<file path="src/rtl/apb_mtimer_pkg.sv">
// -----------------------------------------------------------------------------
// mtimer_pkg
// Shared definitions for the APB machine timer: register offsets (byte offsets
// within the 32-byte window), CTRL bit positions, the mtimecmp reset value and
// a byte-strobe merge helper used by every writable register.
// -----------------------------------------------------------------------------
package mtimer_pkg;

    localparam logic [4:0] MT_MTIME_LO    = 5'h00;
    localparam logic [4:0] MT_MTIME_HI    = 5'h04;
    localparam logic [4:0] MT_MTIMECMP_LO = 5'h08;
    localparam logic [4:0] MT_MTIMECMP_HI = 5'h0C;
    localparam logic [4:0] MT_CTRL        = 5'h10;
    localparam logic [4:0] MT_PRESCALE    = 5'h14;
    localparam logic [4:0] MT_STATUS      = 5'h18;
    localparam logic [4:0] MT_RESERVED    = 5'h1C;

    localparam int MT_CTRL_EN = 0;
    localparam int MT_CTRL_IE = 1;

    // All-ones so that a freshly reset timer never reports a pending compare.
    localparam logic [63:0] MT_MTIMECMP_RST = 64'hFFFF_FFFF_FFFF_FFFF;

    // Replace only the bytes of cur whose strobe bit is set.
    function automatic logic [31:0] mt_merge(input logic [31:0] cur,
                                             input logic [31:0] wdata,
                                             input logic [3:0]  stb);
        logic [31:0] res;
        res = cur;
        for (int i = 0; i < 4; i++) begin
            if (stb[i]) begin
                res[8*i +: 8] = wdata[8*i +: 8];
            end
        end
        return res;
    endfunction

endpackage

</file>
<file path="src/rtl/apb_mtimer_prescaler.sv">
// -----------------------------------------------------------------------------
// mtimer_prescaler
// Divides APB_PCLK by (prescale + 1) while enabled and emits a one-cycle tick
// each time the divider wraps.
// Ports:
//   APB_PCLK     in   clock
//   APB_PRESETn  in   asynchronous active-low reset
//   en           in   count enable; when low, pcnt is frozen and no tick
//   prescale     in   terminal count (0 -> tick every cycle)
//   clr          in   synchronous clear of pcnt (software reprogramming)
//   tick         out  one-cycle pulse, high in the cycle where pcnt == prescale
// -----------------------------------------------------------------------------
module mtimer_prescaler (
    input  logic        APB_PCLK,
    input  logic        APB_PRESETn,
    input  logic        en,
    input  logic [31:0] prescale,
    input  logic        clr,
    output logic        tick
);

    logic [31:0] pcnt;
    logic        match;

    assign match = (pcnt == prescale);
    assign tick  = en & match;

    always_ff @(posedge APB_PCLK or negedge APB_PRESETn) begin
        if (!APB_PRESETn) begin
            pcnt <= '0;
        end else if (clr) begin
            pcnt <= '0;
        end else if (en) begin
            pcnt <= match ? 32'd0 : pcnt + 32'd1;
        end
    end

endmodule

</file>
<file path="src/rtl/apb_mtimer.sv">
// -----------------------------------------------------------------------------
// apb_mtimer
// Zero-wait-state APB machine timer: 64-bit prescaled mtime counter, 64-bit
// mtimecmp compare register and a registered level interrupt.
// Ports:
//   APB_PCLK, APB_PRESETn     clock, asynchronous active-low reset
//   APB_paddr                 byte address (bits [4:0] decoded)
//   APB_pdata / APB_prdata    write / read data
//   APB_psel, APB_penable     APB select / access phase
//   APB_pwrite, APB_pstb      direction, byte write strobes
//   APB_pready, APB_perr      transfer complete, slave error
//   interrupt                 timer interrupt level (IE & mtime >= mtimecmp)
// Build option:
//   APB_MTIMER_HI_LATCH_EN    when defined, reading MTIME_LO snapshots
//                             mtime[63:32] so the following MTIME_HI read is
//                             coherent with it.
// -----------------------------------------------------------------------------
module apb_mtimer
    import mtimer_pkg::*;
#(
    parameter int ADDR_WIDTH = 32,
    parameter int DATA_WIDTH = 32
) (
    input  logic                  APB_PCLK,
    input  logic                  APB_PRESETn,
    input  logic [ADDR_WIDTH-1:0] APB_paddr,
    input  logic [DATA_WIDTH-1:0] APB_pdata,
    output logic [DATA_WIDTH-1:0] APB_prdata,
    input  logic                  APB_psel,
    input  logic                  APB_penable,
    input  logic                  APB_pwrite,
    input  logic [3:0]            APB_pstb,
    output logic                  APB_pready,
    output logic                  APB_perr,
    output logic                  interrupt
);

    logic [63:0] mtime;
    logic [63:0] mtimecmp;
    logic [1:0]  ctrl;
    logic [31:0] prescale;
    logic        irq_q;

    logic [4:0]  off;
    logic        access;
    logic        err;
    logic        wr;
    logic        rd;
    logic        pend;
    logic        tick;
    logic        pcnt_clr;

    // Upper address bits are outside the decoded window.
    logic        unused_paddr;
    assign unused_paddr = ^APB_paddr[ADDR_WIDTH-1:5];

    assign off = APB_paddr[4:0];

    // Gating with reset makes the combinational outputs drop immediately
    // when reset is asserted in the middle of an access phase.
    assign access = APB_psel & APB_penable & APB_PRESETn;

    assign err = access & ((off[1:0] != 2'b00) ||
                           (off == MT_RESERVED) ||
                           (APB_pwrite && (off == MT_STATUS)));

    assign wr   = access &  APB_pwrite & ~err;
    assign rd   = access & ~APB_pwrite & ~err;
    assign pend = (mtime >= mtimecmp);

    // Reprogramming the rate or touching the enable restarts the divider.
    assign pcnt_clr = wr & ((off == MT_PRESCALE) || ((off == MT_CTRL) && APB_pstb[0]));

    mtimer_prescaler u_prescaler (
        .APB_PCLK    (APB_PCLK),
        .APB_PRESETn (APB_PRESETn),
        .en          (ctrl[MT_CTRL_EN]),
        .prescale    (prescale),
        .clr         (pcnt_clr),
        .tick        (tick)
    );

    always_ff @(posedge APB_PCLK or negedge APB_PRESETn) begin
        if (!APB_PRESETn) begin
            mtime    <= '0;
            mtimecmp <= MT_MTIMECMP_RST;
            ctrl     <= '0;
            prescale <= '0;
            irq_q    <= 1'b0;
        end else begin
            irq_q <= ctrl[MT_CTRL_IE] & pend;

            // A software write to either mtime half wins over a same-cycle tick.
            if (wr && (off == MT_MTIME_LO)) begin
                mtime <= {mtime[63:32], mt_merge(mtime[31:0], APB_pdata, APB_pstb)};
            end else if (wr && (off == MT_MTIME_HI)) begin
                mtime <= {mt_merge(mtime[63:32], APB_pdata, APB_pstb), mtime[31:0]};
            end else if (tick) begin
                mtime <= mtime + 64'd1;
            end

            if (wr && (off == MT_MTIMECMP_LO)) begin
                mtimecmp[31:0] <= mt_merge(mtimecmp[31:0], APB_pdata, APB_pstb);
            end
            if (wr && (off == MT_MTIMECMP_HI)) begin
                mtimecmp[63:32] <= mt_merge(mtimecmp[63:32], APB_pdata, APB_pstb);
            end
            if (wr && (off == MT_CTRL) && APB_pstb[0]) begin
                ctrl <= APB_pdata[1:0];
            end
            if (wr && (off == MT_PRESCALE)) begin
                prescale <= mt_merge(prescale, APB_pdata, APB_pstb);
            end
        end
    end

`ifdef APB_MTIMER_HI_LATCH_EN
    logic [31:0] mtime_hi_shadow;

    always_ff @(posedge APB_PCLK or negedge APB_PRESETn) begin
        if (!APB_PRESETn) begin
            mtime_hi_shadow <= '0;
        end else if (rd && (off == MT_MTIME_LO)) begin
            mtime_hi_shadow <= mtime[63:32];
        end
    end
`endif

    always_comb begin
        APB_prdata = '0;
        if (rd) begin
            case (off)
                MT_MTIME_LO:    APB_prdata = mtime[31:0];
`ifdef APB_MTIMER_HI_LATCH_EN
                MT_MTIME_HI:    APB_prdata = mtime_hi_shadow;
`else
                MT_MTIME_HI:    APB_prdata = mtime[63:32];
`endif
                MT_MTIMECMP_LO: APB_prdata = mtimecmp[31:0];
                MT_MTIMECMP_HI: APB_prdata = mtimecmp[63:32];
                MT_CTRL:        APB_prdata = {30'd0, ctrl};
                MT_PRESCALE:    APB_prdata = prescale;
                MT_STATUS:      APB_prdata = {31'd0, pend};
                default:        APB_prdata = '0;
            endcase
        end
    end

    assign APB_pready = access;
    assign APB_perr   = err;
    assign interrupt  = irq_q;

endmodule

</file>
<file path="config.mk">
export PLATFORM = sky130hd
export DESIGN_NAME = apb_mtimer
export DESIGN_NICKNAME = d
export VERILOG_FILES = /design/src/rtl/apb_mtimer_pkg.sv /design/src/rtl/apb_mtimer_prescaler.sv /design/src/rtl/apb_mtimer.sv
export SDC_FILE = /design/constraint.sdc
export NUM_CORES = 1
export LEC_CHECK = 0
export CAP_MARGIN = 20
export CORE_MARGIN = 8
export CORE_UTILIZATION = 39
export CTS_BUF_LIST = sky130_fd_sc_hd__clkbuf_4 sky130_fd_sc_hd__clkbuf_8
export DETAILED_ROUTE_END_ITERATION = 12
export PLACE_DENSITY = 0.67
export SYNTH_ARGS = -nofsm -noshare
export SYNTH_HDL_FRONTEND = slang
export SYNTH_SLANG_ARGS = --single-unit
</file>
<file path="constraint.sdc">
create_clock -name APB_PCLK -period 8.3 [get_ports APB_PCLK]
set_input_delay 2.075 -clock APB_PCLK [delete_from_list [all_inputs] [get_ports APB_PCLK]]
set_output_delay 2.075 -clock APB_PCLK [all_outputs]
set_load 0.01 [all_outputs]
</file>
==> summary.txt, run 1 <==
Routing
  – Via count: 11.6k
  – DRT iter0 DRCs: 1197
  – Final wirelength: 41.8 mm
  – Post-DRT Antenna Nets: 0
  – Initial DRT Pass Iterations: 5
  – Vias per inst: 6.14
  – Remaining DRCs: 0
  – DR WL/cell: 22.2 um

CTS
  – CTS tree: yes
  – H-Tree Depth: 4
  – CTS Buffer Depth: 2
  – CTS Hold Buffers Added: 0
  – Clock sinks: 195
  – Worst-skew pair later-pin latency: 490 ps
  – Inserted Clock Buffers: 17
  – Post-CTS setup buffers: 0
  – Clock Tree Root: clkbuf_8
  – Reg clk slew, reported paths: 100 ps
  – Post-cts sizing count: 0

Place
  – Detailed Place HPWL: 30.1 mm
  – PortBufs: 80
  – GPL Wtd Cong: 0.958

Power and ir drop
  – Clock network power share: 0.371
  – Internal Power: 1280 uW
  – Sequential share of power: 0.560
  – Leak Pwr: 0.00568 uW
  – Sw frac: 0.260
  – Pwr dens: 121 mW/mm2
  – Total power: 1730 uW
  – Psw: 450 uW
  – Combinational power share: 0.069
  – Max VDD drop: 91.1 uV

Yosys
  – Mapped Cells: 1380
  – Top post-synthesis cells by area: dfrtp_1 26%, dfstp_2 13%, mux2_2 8.7%
  – Synthesized cell area: 0.0127 mm2
  – Yosys warnings: 0
  – Cell taking the most area after synthesis: dfrtp_1
  – Syn avg cell area: 9.22 um2
  – Post-synth ARST share: 1.00
  – Synth Register Bits: 195
  – Distinct cells, synth: 68
  – EDFF count, synth: 0
  – Synth top area share: 0.258
  – Sequential-to-total area share from yosys stat: 0.390
  – Top FF cell, synth: dfrtp_1
  – Synthesized Nets: 1519

Setup path
  – Largest stage delay on the critical path: 690 ps
  – CP cell instances: clkdlybuf4s50_1 > nor4_2 > and2_1 > buf_4 > a221oi_1 > nor2_1 > clkdlybuf4s50_1
  – Crit. End Element: output port
  – Cell repeated most along the worst path: clkdlybuf4s50_1
  – Critical path's top delay family: buffers and inverters
  – CP Max Fanout: 19
  – R2r setup slk: 4740 ps
  – Crit start category: input pin
  – Worst setup path endpoint: APB_prdata[7]
  – Worst Path Required: 6230 ps
  – Levels on crit path: 7
  – Launch point of the worst reg-to-reg path: mtime[1]
  – CP Launch Point: APB_paddr[4]
  – Reg2Reg Capture Point: mtime[48]
  – Crit Path Class: input pin to output port
  – Slowest cell on the critical path: clkdlybuf4s50_1
  – Worst Path Arrival: 5080 ps
  – WP buf/inv: 3
  – Worst Reg-to-Reg Cells: 8

Outcome
  – Status: finished, final reports clean

Timing
  – Crit path time final: 7150 ps
  – Skew final: 22.3 ps
  – Slew Limit Headroom: 0.341
  – Share of the clock period used by the worst path: 0.862
  – WHS: 573 ps
  – Setup TNS: 0 ps
  – Final hold violations: 0
  – Unrepaired setup endpoints after global routing: no
  – Fmax: 140 MHz
  – Worst slew pin tran: 989 ps
  – Final Setup Violations: 0
  – Final Max Tran Viols: 0

Layout
  – N_diodes: 0
  – Area taken by flip-flops and latches: 0.00496 mm2
  – Final Net Count: 1565
  – Most common cell after layout, fill and taps aside: dfrtp_1
  – Share of layout cells above drive strength 1: 0.164
  – Layout area overhead: 12.7%
  – Area of the multi-input gates: 0.00719 mm2
  – # fillers: 3128
  – Most frequent cells in the layout: 131 x dfrtp_1, 108 x a21oi_1, 106 x nand2_1, 106 x nor2_1, 98 x mux2_2

Floorplan
  – Die Ht: 197 um
  – Full die area: 0.0386 mm2
  – Top-Level Pins: 108
  – Die width: 197 um
  – Initial Util: 0.394
  – Core area: 0.0323 mm2
  – Row cnt: 66

Global route
  – Met1 usage in global routing: 0.286
  – Grt met3 use: 0.0391
  – Grt ovf: 0
  – Global-route wire length before repair: 65.0 mm
  – Largest net degree at the start of global routing: 87
  – Vias in the first global route: 11.2k
  – Layer with the highest usage: met2
  – Met2 Use GR: 0.344
  – Total GRT Usage: 0.214
  – Antenna violations before repair: 1

Hold path
  – Hold/Removal Path Class: flop to flop
  – WHS Path Cells: 1

Job
  – Max-Cap Viols: 0
[registers in the layout (all words and copies together), names as in the netlist]
register          cells
u_prescaler.pcnt     32
ctrl                  2
mtime                64
mtimecmp             64
interrupt             1
prescale             32
[cell type report]
class | instances | area share
Clock buffer | 20 | 0.0179
Clock inverter | 12 | 0.00916
Inverter | 79 | 0.0207
Multi-Input combinational cell | 1033 | 0.501
Sequential cell | 195 | 0.346
Tap cell | 442 | 0.0386
Timing Repair Buffer | 100 | 0.0666
[metrics by stage]
step                setup WS, ps  instances  utilization  area, um2
floorplan                   2570       1380            -      12700
detailed placement          1240       1846        0.431      13900
global route                1000       1881        0.444      14300
finish                      1150       1881        0.444      14300
global placement            1260       1846        0.431      13900
CTS                         1220       1878        0.443      14300
[kinds of logic after synthesis]
logic type,share of synthesized area
AO/OA/AOI/OAI,0.205
buffers and inverters,0.0465
AND/OR/NAND/NOR,0.164
multiplexers,0.0899
XOR/XNOR,0.0406
adder cells (fa/ha/maj),0.0649
flip-flops,0.390
[synthesized netlist by cell type, types with 7 or more instances]
library cell    n
nor2_1        107
nand4_1        39
a22oi_1         7
o22a_1          7
a21oi_1       108
a211oi_1        7
dfrtp_1       131
and4_1         13
ha_1           66
xor2_1         16
mux2_2         98
nand3_1        51
a31oi_1        12
a221oi_1       33
and2_1          8
o21ai_0        78
and3_1         22
nor4_1         11
clkbuf_1       60
dfstp_2        64
xnor2_1        43
o22ai_1        11
nor3_1         30
a22o_1         68
nand2_1       106
a21o_1          8
inv_1          78
[worst register-to-register path, cell delays in order, from the launching register on]
cell and delay [ps]:
dfrtp_1 440, ha_1 210, and3_1 220, nand4_1 440, or4_4 790, nor2_1 630
and4_1 450, nand2_1 100, a22oi_1 190
[metal layers]
| metal | part of all wire | vias to the layer above |
|---|---|---|
| met5 | 0 | - |
| met2 | 0.46 | 507 |
| met1 | 0.43 | 5735 |
| li1 | - | 5215 |
| met4 | 0.032 | 0 |
| met3 | 0.075 | 95 |
[power by group through the flow]
stage	combinational, uW	clock, uW	sequential (uW)
2_1_floorplan	42.8	0	982
3_3_place_gp	117	0	984
3_5_place_dp	118	0	984
4_1_cts	119	654	967
5_1_grt	130	684	969
6_report	119	642	967
[worst min-delay path by stage]
stage | startpoint | endpoint
floorplan | ctrl[1] | ctrl[1]
global placement | ctrl[1] | ctrl[1]
detailed placement | prescale[31] | prescale[31]
CTS | prescale[7] | prescale[7]
global route | prescale[20] | prescale[20]
finish | prescale[31] | prescale[31]
Power figures use the tool's default switching activity.
==> run 2: changes to the inputs <==
- clock period: 8.3 -> 7 ns (I/O delays scaled with it)
==> run 2 against run 1 <==
Die area unchanged; core utilization increased by 0.24 points; sequential power increased by 19%; combinational power increased by 21%; clock-buffer cell count decreased by 1; register-to-register slack got worse by 1400 ps; setup slack got worse by 350 ps; sequential cell count unchanged; via count decreased by 1.2%; hold slack got worse by 16 ps; critical endpoint is now APB_prdata[8].
==> summary.txt, run 2 (synthesized netlist as in run 1, its figures left out) <==
Routing
  – Initial DRT Pass Iterations: 7
  – Via count: 11.4k
  – Post-DRT Antenna Nets: 0
  – Final wirelength: 41.6 mm
  – DRT iter0 DRCs: 1084
  – DR WL/cell: 22.1 um
  – Remaining DRCs: 0
  – Vias per inst: 6.06

CTS
  – Post-CTS setup buffers: 0
  – Clock sinks: 195
  – CTS tree: yes
  – CTS Buffer Depth: 2
  – Clock Tree Root: clkbuf_8
  – Inserted Clock Buffers: 17
  – Post-cts sizing count: 0
  – CTS Hold Buffers Added: 0
  – H-Tree Depth: 4
  – Worst-skew pair later-pin latency: 480 ps
  – Reg clk slew, reported paths: 110 ps

Layout
  – Share of layout cells above drive strength 1: 0.165
  – Final Net Count: 1567
  – # fillers: 3141
  – Most common cell after layout, fill and taps aside: dfrtp_1
  – Most frequent cells in the layout: 131 x dfrtp_1, 108 x a21oi_1, 106 x nand2_1, 106 x nor2_1, 98 x mux2_2
  – N_diodes: 0
  – Layout area overhead: 13.3%
  – Top flop regs: mtime x64, mtimecmp x64
  – Fin area: 0.0144 mm2
  – Util after Layout: 0.446

Hold path
  – Hold/Removal Path Class: flop to flop
  – WHS Path Cells: 1
  – Hold path endpoint: ctrl[1]
  – Critical hold path startpoint: ctrl[1]

Power and ir drop
  – Leak Pwr: 0.00572 uW
  – Max VDD drop: 123 uV
  – Pwr dens: 143 mW/mm2

Setup path
  – Crit start category: input pin
  – R2r setup slk: 3390 ps
  – Launch point of the worst reg-to-reg path: mtime[1]
  – Worst Path Required: 5250 ps
  – Crit. End Element: output port
  – Worst Path Arrival: 4450 ps
  – Crit Path Class: input pin to output port
  – CP Max Fanout: 31
  – Worst Reg-to-Reg Cells: 8
  – Reg2Reg Capture Point: mtime[54]

Global route
  – Antenna violations before repair: 0
  – Met1 usage in global routing: 0.289
  – Met2 Use GR: 0.347
  – Total GRT Usage: 0.214
  – Global-route wire length before repair: 64.8 mm
  – Largest net degree at the start of global routing: 57
  – Grt met3 use: 0.0387
  – Layer with the highest usage: met2
  – Vias in the first global route: 11.1k
  – Grt ovf: 0

Timing
  – Final hold violations: 0
  – Fmax: 161 MHz
  – Crit path time final: 6200 ps
  – Setup TNS: 0 ps
  – Unrepaired setup endpoints after global routing: no
  – Final Setup Violations: 0
  – Share of the clock period used by the worst path: 0.886
  – Worst slew pin tran: 905 ps
  – Final setup margin: 797 ps
  – Final Max Tran Viols: 0
  – WHS: 557 ps
  – Skew final: 17.9 ps
  – Slew Limit Headroom: 0.392

Floorplan
  – Die width: 197 um
  – Full die area: 0.0386 mm2
  – Row cnt: 66
  – Top-Level Pins: 108
  – Die Ht: 197 um
  – Core area: 0.0323 mm2
  – Initial Util: 0.394

Outcome
  – Status: finished, final reports clean

Place
  – Detailed Place HPWL: 30.2 mm
  – Post-Place Cell Area: 0.0140 mm2
  – GPL Wtd Cong: 0.946
  – Pre-CTS WS: 892 ps
  – PortBufs: 80

Job
  – Max-Cap Viols: 0
-- run 2: cell types whose count changed in the layout (fill, tap and decap cells not counted), moves of 2 or more --
cell and delta:
inv_8 +3, clkinv_4 +3, clkbuf_8 +2, clkinvlp_4 -3, clkinv_2 -2, buf_12 +4
clkbuf_4 -3, buf_4 -2
-- run 2: final cells by class --
class                           instances  area, um2  area share
Multi-Input combinational cell       1033       7190       0.499
Inverter                               79        297      0.0206
Clock inverter                         13        138     0.00955
Timing Repair Buffer                  102       1020      0.0707
Sequential cell                       195       4960       0.344
Clock buffer                           19        262      0.0181
Tap cell                              442        553      0.0384
-- run 2: worst max path at each step --
stage               slack [ps]    startpoint             end  cells after the start
CTS                        870  APB_paddr[3]   APB_prdata[8]                      8
global route               700  APB_paddr[3]   APB_prdata[9]                      8
finish                     800  APB_paddr[3]   APB_prdata[8]                      8
detailed placement         890  APB_paddr[3]  APB_prdata[31]                      8
floorplan                 1920  APB_paddr[3]  APB_prdata[10]                      7
global placement           850  APB_paddr[3]  APB_prdata[10]                      8
-- run 2: stage by stage --
step                power [uW]  cells
floorplan                 1210   1380
global placement          1310   1850
detailed placement        1310   1850
CTS                       2070   1882
global route              2120   1883
finish                    2060   1883
-- run 2: worst max-delay path: stages --
cell and delay (ps):
clkdlybuf4s50_1 630, nor4b_1 560, and2_1 250, buf_12 240, a22o_1 180, a221oi_1 40
nor2_1 190, clkdlybuf4s50_1 590
-- run 2: where the power goes --
part | switching (uW) | total, uW | internal, uW
Combinational | 93.2 | 144 | 50.3
Sequential | 10.3 | 1150 | 1140
Clock | 456 | 770 | 314
-- run 2: layer usage --
layer	vias to the layer above	wire length, um
met5	-	82
met4	2	993
met3	86	3270
met2	540	19000
met1	5562	18200
li1	5224	-
